==> src/rtl/life_video_pkg.sv <==
// Shared constants, stage record and output packing for the Game-of-Life video pipe.
package life_video_pkg;

    localparam int unsigned DEF_LOG_W  = 6;
    localparam int unsigned DEF_LOG_H  = 5;
    localparam int unsigned DEF_WIN_X0 = 64;
    localparam int unsigned DEF_WIN_Y0 = 112;

    // Colours are {R[1:0], G[1:0], B[1:0]}
    localparam logic [5:0] COL_BLANK  = 6'b00_00_00;
    localparam logic [5:0] COL_BG     = 6'b00_00_01;
    localparam logic [5:0] COL_DEAD   = 6'b01_01_01;
    localparam logic [5:0] COL_LIVE   = 6'b11_11_01;
    localparam logic [5:0] COL_CURSOR = 6'b11_00_00;

    // Row 0 in the top byte; within a byte the MSB is icon column 0
    localparam logic [63:0] ICON_BITMAP = 64'h00_3C_7E_7E_7E_7E_3C_00;

    // Syncs are carried as "active" flags so a zeroed stage means inactive syncs
    typedef struct packed {
        logic       in_win;
        logic       display_on;
        logic [2:0] icon_x;
        logic [2:0] icon_y;
        logic       cursor_hit;
        logic       edge_flag;
        logic       hsync;
        logic       vsync;
    } pix_stage_t;

    function automatic logic [7:0] pack_uo(input logic [5:0] rgb, input logic hs_on,
                                           input logic vs_on, input logic hs_pol,
                                           input logic vs_pol);
        logic hs;
        logic vs;
        hs = hs_on ? hs_pol : ~hs_pol;
        vs = vs_on ? vs_pol : ~vs_pol;
        return {hs, rgb[0], rgb[2], rgb[4], vs, rgb[1], rgb[3], rgb[5]};
    endfunction

endpackage

==> src/rtl/life_video_pipe_if.sv <==
// Beam, board-read and pin-output bundle between the timing/board side and the video pipe.
interface life_video_pipe_if #(
    parameter int unsigned LOG_W = 6,
    parameter int unsigned LOG_H = 5
);
    logic [9:0]             hpos;
    logic [9:0]             vpos;
    logic                   display_on;
    logic                   hsync_in;
    logic                   vsync_in;
    logic [LOG_W-1:0]       cursor_x;
    logic [LOG_H-1:0]       cursor_y;
    logic                   cursor_en;
    logic [LOG_W+LOG_H-1:0] cell_addr;
    logic                   cell_rd_data;
    logic [7:0]             uo_pack;
    logic                   frame_tick;
    logic [15:0]            frame_count;

    modport master (
        output hpos, vpos, display_on, hsync_in, vsync_in,
        output cursor_x, cursor_y, cursor_en, cell_rd_data,
        input  cell_addr, uo_pack, frame_tick, frame_count
    );

    modport slave (
        input  hpos, vpos, display_on, hsync_in, vsync_in,
        input  cursor_x, cursor_y, cursor_en, cell_rd_data,
        output cell_addr, uo_pack, frame_tick, frame_count
    );
endinterface

==> src/rtl/life_icon_rom.sv <==
// 8x8 cell icon lookup; constant ROM, no state.
module life_icon_rom
    import life_video_pkg::*;
(
    input  logic [2:0] row,
    input  logic [2:0] col,
    output logic       pixel
);
    // Bit index 63 - 8*row - col, i.e. the bitwise complement of {row, col}
    assign pixel = ICON_BITMAP[{~row, ~col}];
endmodule

==> src/rtl/life_video_pipe.sv <==
// Three-stage pixel renderer for the Life board, plus vsync frame tick and frame counter.
module life_video_pipe
    import life_video_pkg::*;
#(
    parameter int unsigned LOG_W     = DEF_LOG_W,
    parameter int unsigned LOG_H     = DEF_LOG_H,
    parameter int unsigned WIN_X0    = DEF_WIN_X0,
    parameter int unsigned WIN_Y0    = DEF_WIN_Y0,
    parameter logic        VSYNC_ACT = 1'b0,
    parameter logic        HSYNC_ACT = 1'b0
) (
    input logic              clk,
    input logic              rst_n,
    life_video_pipe_if.slave bus
);
    localparam int unsigned WIN_W = 32'd8 << LOG_W;
    localparam int unsigned WIN_H = 32'd8 << LOG_H;

    logic [9:0]             lx;
    logic [9:0]             ly;
    logic                   in_win;
    logic [LOG_W-1:0]       col;
    logic [LOG_H-1:0]       row;
    pix_stage_t             s0_next;
    pix_stage_t             s0;
    pix_stage_t             s1;
    logic [LOG_W+LOG_H-1:0] cell_addr_q;
    logic                   icon_bit;
    logic [5:0]             rgb;
    logic [7:0]             uo_q;
    logic                   vs_now;
    logic                   vs_prev;
    logic                   primed;
    logic                   vs_rise;
    logic                   tick_q;
    logic [15:0]            frame_cnt;

    assign lx  = bus.hpos - 10'(WIN_X0);
    assign ly  = bus.vpos - 10'(WIN_Y0);
    assign col = lx[LOG_W+2:3];
    assign row = ly[LOG_H+2:3];

    // Lower bound on the raw position, upper bound on the offset (wraps when below)
    assign in_win = (32'(bus.hpos) >= WIN_X0) && (32'(lx) < WIN_W) &&
                    (32'(bus.vpos) >= WIN_Y0) && (32'(ly) < WIN_H);

    always_comb begin
        s0_next            = '0;
        s0_next.in_win     = in_win;
        s0_next.display_on = bus.display_on;
        s0_next.icon_x     = lx[2:0];
        s0_next.icon_y     = ly[2:0];
        s0_next.cursor_hit = bus.cursor_en && (row == bus.cursor_y) && (col == bus.cursor_x);
        s0_next.edge_flag  = (lx[2:0] == 3'd0) || (lx[2:0] == 3'd7) ||
                             (ly[2:0] == 3'd0) || (ly[2:0] == 3'd7);
        s0_next.hsync      = (bus.hsync_in == HSYNC_ACT);
        s0_next.vsync      = (bus.vsync_in == VSYNC_ACT);
    end

    always_ff @(posedge clk) begin
        if (!rst_n) begin
            s0          <= '0;
            s1          <= '0;
            cell_addr_q <= '0;
        end else begin
            s0 <= s0_next;
            s1 <= s0;
            if (in_win) cell_addr_q <= {row, col};
        end
    end

    life_icon_rom u_icon (
        .row   (s1.icon_y),
        .col   (s1.icon_x),
        .pixel (icon_bit)
    );

    always_comb begin
        rgb = COL_DEAD;
        if (!s1.display_on)                   rgb = COL_BLANK;
        else if (!s1.in_win)                  rgb = COL_BG;
        else if (s1.cursor_hit && s1.edge_flag) rgb = COL_CURSOR;
        else if (bus.cell_rd_data && icon_bit) rgb = COL_LIVE;
    end

    always_ff @(posedge clk) begin
        if (!rst_n) uo_q <= pack_uo(COL_BLANK, 1'b0, 1'b0, HSYNC_ACT, VSYNC_ACT);
        else        uo_q <= pack_uo(rgb, s1.hsync, s1.vsync, HSYNC_ACT, VSYNC_ACT);
    end

    // primed suppresses a tick when vsync is already active as reset releases
    assign vs_now  = (bus.vsync_in == VSYNC_ACT);
    assign vs_rise = primed && vs_now && !vs_prev;

    always_ff @(posedge clk) begin
        if (!rst_n) begin
            primed    <= 1'b0;
            vs_prev   <= 1'b0;
            tick_q    <= 1'b0;
            frame_cnt <= '0;
        end else begin
            primed  <= 1'b1;
            vs_prev <= vs_now;
            tick_q  <= vs_rise;
            if (vs_rise) frame_cnt <= frame_cnt + 16'd1;
        end
    end

    assign bus.cell_addr   = cell_addr_q;
    assign bus.uo_pack     = uo_q;
    assign bus.frame_tick  = tick_q;
    assign bus.frame_count = frame_cnt;

endmodule

==> src/flat_wrapper.sv <==
// flat-port wrapper written by rule: the top's interface ports become plain ports
module life_video_pipe_flat import life_video_pkg::*;
#(
    parameter int unsigned LOG_W     = DEF_LOG_W,
    parameter int unsigned LOG_H     = DEF_LOG_H,
    parameter int unsigned WIN_X0    = DEF_WIN_X0,
    parameter int unsigned WIN_Y0    = DEF_WIN_Y0,
    parameter logic        VSYNC_ACT = 1'b0,
    parameter logic        HSYNC_ACT = 1'b0
)
  (clk, rst_n, bus_hpos, bus_vpos, bus_display_on, bus_hsync_in, bus_vsync_in, bus_cursor_x, bus_cursor_y, bus_cursor_en, bus_cell_rd_data, bus_cell_addr, bus_uo_pack, bus_frame_tick, bus_frame_count);
  life_video_pipe_if #(.LOG_W(LOG_W), .LOG_H(LOG_H)) bus_i ();
  input logic clk;
  input logic rst_n;
  input wire logic [$bits(bus_i.hpos)-1:0] bus_hpos;
  input wire logic [$bits(bus_i.vpos)-1:0] bus_vpos;
  input wire logic [$bits(bus_i.display_on)-1:0] bus_display_on;
  input wire logic [$bits(bus_i.hsync_in)-1:0] bus_hsync_in;
  input wire logic [$bits(bus_i.vsync_in)-1:0] bus_vsync_in;
  input wire logic [$bits(bus_i.cursor_x)-1:0] bus_cursor_x;
  input wire logic [$bits(bus_i.cursor_y)-1:0] bus_cursor_y;
  input wire logic [$bits(bus_i.cursor_en)-1:0] bus_cursor_en;
  input wire logic [$bits(bus_i.cell_rd_data)-1:0] bus_cell_rd_data;
  output wire logic [$bits(bus_i.cell_addr)-1:0] bus_cell_addr;
  output wire logic [$bits(bus_i.uo_pack)-1:0] bus_uo_pack;
  output wire logic [$bits(bus_i.frame_tick)-1:0] bus_frame_tick;
  output wire logic [$bits(bus_i.frame_count)-1:0] bus_frame_count;
  assign bus_i.hpos = bus_hpos;
  assign bus_i.vpos = bus_vpos;
  assign bus_i.display_on = bus_display_on;
  assign bus_i.hsync_in = bus_hsync_in;
  assign bus_i.vsync_in = bus_vsync_in;
  assign bus_i.cursor_x = bus_cursor_x;
  assign bus_i.cursor_y = bus_cursor_y;
  assign bus_i.cursor_en = bus_cursor_en;
  assign bus_i.cell_rd_data = bus_cell_rd_data;
  assign bus_cell_addr = bus_i.cell_addr;
  assign bus_uo_pack = bus_i.uo_pack;
  assign bus_frame_tick = bus_i.frame_tick;
  assign bus_frame_count = bus_i.frame_count;
  life_video_pipe #(.LOG_W(LOG_W), .LOG_H(LOG_H), .WIN_X0(WIN_X0), .WIN_Y0(WIN_Y0), .VSYNC_ACT(VSYNC_ACT), .HSYNC_ACT(HSYNC_ACT)) u_core (.clk(clk), .rst_n(rst_n), .bus(bus_i));
endmodule
==> config.mk <==
export PLATFORM = sky130hd
export DESIGN_NAME = life_video_pipe_flat
export DESIGN_NICKNAME = d
export VERILOG_FILES = /design/src/rtl/life_video_pkg.sv /design/src/rtl/life_video_pipe_if.sv /design/src/rtl/life_icon_rom.sv /design/src/rtl/life_video_pipe.sv /design/src/flat_wrapper.sv
export SDC_FILE = /design/constraint.sdc
export NUM_CORES = 1
export LEC_CHECK = 0
export ABC_AREA = 1
export CAP_MARGIN = 10
export CORE_MARGIN = 2
export CORE_UTILIZATION = 48
export CTS_CLUSTER_DIAMETER = 120
export DETAILED_ROUTE_END_ITERATION = 10
export GPL_TIMING_DRIVEN = 0
export PLACE_DENSITY_LB_ADDON = 0.2
export SLEW_MARGIN = 20
export SYNTH_ARGS = -nofsm -noshare
export SYNTH_HDL_FRONTEND = slang
export SYNTH_SLANG_ARGS = --single-unit
==> constraint.sdc <==
create_clock -name clk -period 1.6 [get_ports clk]
set_input_delay 0.48 -clock clk [delete_from_list [all_inputs] [get_ports clk]]
set_output_delay 0.48 -clock clk [all_outputs]
set_load 0.05 [all_outputs]
## Word level (Yosys, flattened, before mapping)

Memory sizes are Yosys's and may differ from the RTL's.
Cells that the tools add are included.

| storage, ports and cells | value |
|---|---|
| flip-flop bits (word level) | 61 |
| ROM bits | 64 |
| input bits | 38 |
| output and inout bits | 36 |
| memories kept | 1 |

Memories:

| name | depth | bits a word | rd ports | clocked after Yosys merged registers in | wr ports | line | text |
|---|---|---|---|---|---|---|---|
| (name not given) | 64 | 1 | 1 | 0 | 0 | life_icon_rom.sv:10 | `assign pixel = ICON_BITMAP[{~row, ~col}];` |

| cells by class | value |
|---|---|
| add/sub/neg operators | 3 |
| magnitude comparators | 5 |
| equal/unequal tests | 4 |
| mux-type cells | 7 |
| bitwise operators | 7 |
| reduce and logical (&&, ||, !) cells | 18 |

Operators by type and width:

| kind | number |
|---|---|
| 10-bit by 7-bit greater-or-equal comparator with 1-bit output (second input constant) | 2 |
| 10-bit by 7-bit subtractor with 10-bit output (second input constant) | 2 |
| 16-bit by 1-bit adder with 16-bit output (second input constant) | 1 |
| 6-bit 2-to-1 mux | 2 |
| 10-bit less-than comparator (second input constant) | 1 |
| 10-bit by 9-bit less-than comparator with 1-bit output (second input constant) | 1 |
| 1-bit logical AND | 9 |
| 6-bit by 7-bit less-than comparator with 1-bit output (second input constant) | 1 |
| 3-bit == test (second input constant) | 2 |
| 6-bit == test | 1 |
| 3-bit logical NOT | 2 |
| 3-bit NOT | 2 |
| 5-bit == test | 1 |
| 1-bit 2-to-1 mux | 5 |
| 1-bit NOT | 5 |
| 4-bit OR reduction | 1 |
| 1-bit logical OR | 3 |
| 3-bit AND reduction | 1 |
| 2-bit AND reduction | 1 |
| 1-bit logical NOT | 1 |

## Longest topological paths before layout

| logic depth | value |
|---|---|
| depth after elaboration | 7 |
| gate-level depth with buffers | 11 |
| gate-level depth less buffers | 11 |

## Modules after synthesis

From an unflattened synthesis, not the netlist that was laid out.

| second synthesis, totals | value |
|---|---|
| cell total of the unflattened synthesis | 400 |
| area, all modules | 2768.9 um2 |

Modules (own cells, without submodules):

| module | times used | cells each | area each (um2) |
|---|---|---|---|
| life_video_pipe | 1 | 387 | 2705.1 |
| life_icon_rom | 1 | 13 | 63.8 |

## Worst setup path before layout

OpenSTA, ideal clock, no wires.

| path | value |
|---|---|
| kind | reg2reg |
| from | register u_core.frame_cnt[0] (netlist: u_core.bus.frame_count[0]) |
| to | register u_core.frame_cnt[14] (netlist: u_core.bus.frame_count[14]) |
| library setup time | 0.116 ns |
| data arrival time | 1.628 ns |
| required time | 1.484 ns |
| setup slack | -0.144 ns |
| stages on the path, launching flop included | 9 |
| buffers on the path | 0 |
| clock period less this slack | 1.744 ns |
| path through | dfxtp_1 > ha_1 > nand2_1 > nor2_1 > nand3_2 > nor2_2 > nand2_1 > o21ai_0 > nor2_1 |

| on the way | value |
|---|---|
| cells in the longest elaborated chain, start to end | 1 |

Ends and longest elaborated chain:

| what | line | text |
|---|---|---|
| start: declaration | life_video_pipe.sv:36 | `logic [15:0] frame_cnt;` |
| start signal: assignment | life_video_pipe.sv:105 | `if (vs_rise) frame_cnt <= frame_cnt + 16'd1;` |
| 16-bit by 1-bit adder with 16-bit output | life_video_pipe.sv:105 |  |

Every way passes these cells.
A chain may end at the register's enable or synchronous reset.

## Final worst setup path

| path | value |
|---|---|
| from | register u_core.frame_cnt[7] (netlist: u_core.bus.frame_count[7]) |
| to | output bus_frame_count[7] |

RTL lines:

| what | line | text |
|---|---|---|
| end: declaration | flat_wrapper.sv:27 | `output wire logic [$bits(bus_i.frame_count)-1:0] bus_frame_count;` |

No word-level cell between the ends.

==> out/metrics.yaml <==
drt-total-wl_mm: 6.173
max-cap-violations: 0
p_leak_nw: 1.939
cts-root-buf: "clkbuf_8"
yosysTopAreaCellShare: 0.4440
diodes: 0
globalplace.congestion: 0.8860
finalHoldViolCount: 0
crit_path_max_fanout: 3
numCtsBuffers: 9
synthesis.nets: 430
rr_worst_depth: 8
fin_cells: 552
ys_warn_count: 0
start_util: 0.4943
clock_path_buffers: 2
power_density_nw_per_um2: 981.7
rows: 27
post_synth.cell_area_avg_um2: 6.972
drc_errors: 0
dieHeight_um: 79.07
slowest_stage: "clkdlybuf4s15_2"
synthArstFlopShare: 0
io_pins: 74
synth_top_cell_by_area: "dfxtp_1"
status: "complete, no violations"
min_path_type: "flop to flop"
postCtsHoldBufs: 0
r2r-start: "u_core.bus.frame_count[0]$_SDFFE_PN0P_"
dr.first_iter.drc_count: 92
synth_edf_count: 0
max_freq_ghz: 0.6393
utilization: 0.7055
place_inst: 532
critical_path.top_delay_family: "buffers and inverters"
synthTopCellsByCount: "99 x nand2_1, 83 x inv_1, 60 x dfxtp_1"
clkSinkCount: 60
globalRouteTotalUtil: 0.2079
power_mw: 3.791
portBuffers: 72
first_pass_iters: 4
clkTransAtPathRegs_ns: 0.07
hpwl_mm: 4.395
synth_area_um2: 2705
cp-start-kind: "flop"
finalCritPeriodShare: 0.9776
areaGrowthSynthToFinish_pct: 42.74
cpPeakStageDelay_ns: 0.39
synth_area_leaders: "dfxtp_1 44%, nand2_1 14%, inv_1 12%"
drive_above_1_share: 0.2021
ff2ff_setup_slack_ns: 0.15
arrival_ns: 1.08
setup_viol: 0
grt.overflow.total: 0
avgRoutedWirePerCell_um: 11.18
vias: 2568
end_kind: "output pin"
crit_path_cell_trace: "clkdlybuf4s15_2"
finalMaxSlewViolations: 0
peakVddDrop_uv: 810.0
synthCells: 388
fin_nets: 517
cts_tree: "built"
drtAntennaViolNets: 0
die-width_um: 79.07
synth.most_common_cell: "nand2_1"
min_period_ns: 1.564
design.core.area_um2: 5473
ys_seq_area_frac: 0.4440
required_ns: 1.12
via_per_inst: 4.652
die-area_um2: 6252
grt_pass1_wl_mm: 10.09
antenna_found_initial: 0
path_class: "flop to output pin"
hp-start: "u_core.s1[0]$_SDFF_PN0_"
holdPathEnd: "u_core.bus.uo_pack[3]$_SDFF_PN1_"
htreeDepth: 3
ys_types: 30
grt_pass1_vias: 2346
skew_ns: 0.005194
holdPathStages: 1
regToRegEndpoint: "u_core.bus.frame_count[14]$_SDFFE_PN0P_"
synth-main-ff-cell: "dfxtp_1"
insertion_delay_ns: 0.33
ys_ff_latch: 60
grt_start_max_net_pins: 11
path_buf_inv: 1
==> cells by family after synthesis <==
group / synth area share
other: 0.001386
adders and majority gates: 0.01850
buffers and inverters: 0.1360
AOI/OAI and AO/OA: 0.07308
and+or+nand+nor: 0.2979
DFF: 0.4440
xor gates and xnor gates: 0.02914
==> cell usage in the layout (no fill, tap or decap), drive strengths merged, types with 7 or more instances in the layout <==
cell and instances:
clkbuf 19, clkdlybuf4s50 25, buf 14, nor2 45, clkdlybuf4s15 28, nor3 8
dfxtp 60, xor2 8, nand3 22, inv 85, nand2 103, a21oi 18
dlymetal6s2s 7, o21ai 13
==> through the flow <==
step	area, um2	setup TNS [ns]	hold WS [ns]	setup slack [ns]
after floorplan	2708	0	0.3517	0.02735
after global placement	3518	-17.15	0.3548	-0.5992
after detailed placement	3518	-17.59	0.3621	-0.6158
after CTS	3846	0	0.3797	0.0002125
after global routing	3861	-0.07058	0.3983	-0.02450
final	3861	0	0.3759	0.03583
==> state kept, by name (all words and copies together), names as in the netlist <==
signal / flops
u_core.bus.cell_addr: 11
u_core.bus.frame_count: 16
u_core.bus.frame_tick: 1
u_core.bus.uo_pack: 7
u_core.primed: 1
u_core.s0: 12
u_core.s1: 12
==> timing repair <==
item,CTS,global route
resized for setup,123,43
gates cloned,2,0
setup endpoints to repair,53,33
pin swaps,3,8
buffers inserted,0,2
==> cell type report <==
type / count / area [um2]
tap: 72 / 90.09
buffer: 8 / 60.06
multi-input combinational: 235 / 1187
sequential: 60 / 1204
inverter: 86 / 322.8
timing repair buffer: 75 / 747.0
clock buffer: 12 / 155.1
clock inverter: 4 / 95.09
fill: 478 / 1612
==> per-layer routing <==
metal  up-vias  track usage  share of wire
li1       1344            -              -
met1      1121       0.2378           0.43
met2        88       0.3508           0.48
met3        15      0.07273          0.074
met4         0      0.08966          0.024
met5         -            0              0
==> power by group <==
group / switching, mW / internal, mW
sequential: 0.0247 / 1.55
clock: 0.562 / 1.12
combinational: 0.318 / 0.219
total: 0.905 / 2.89
==> worst max path at each step <==
stage	cells after the start	startpoint	endpoint	slack, ns
floorplan	7	u_core.bus.frame_count[2]$_SDFFE_PN0P_	u_core.bus.frame_count[13]$_SDFFE_PN0P_	0.03
global placement	11	bus_hpos[6]	u_core.bus.cell_addr[9]$_SDFFE_PN0P_	-0.60
detailed placement	11	bus_hpos[6]	u_core.bus.cell_addr[9]$_SDFFE_PN0P_	-0.62
CTS	1	u_core.bus.uo_pack[4]$_SDFF_PN0_	bus_uo_pack[4]	0.0002
global route	11	bus_hpos[0]	u_core.bus.cell_addr[6]$_SDFFE_PN0P_	-0.02
finish	1	u_core.bus.frame_count[7]$_SDFFE_PN0P_	bus_frame_count[7]	0.04
Power figures use the tool's default switching activity.
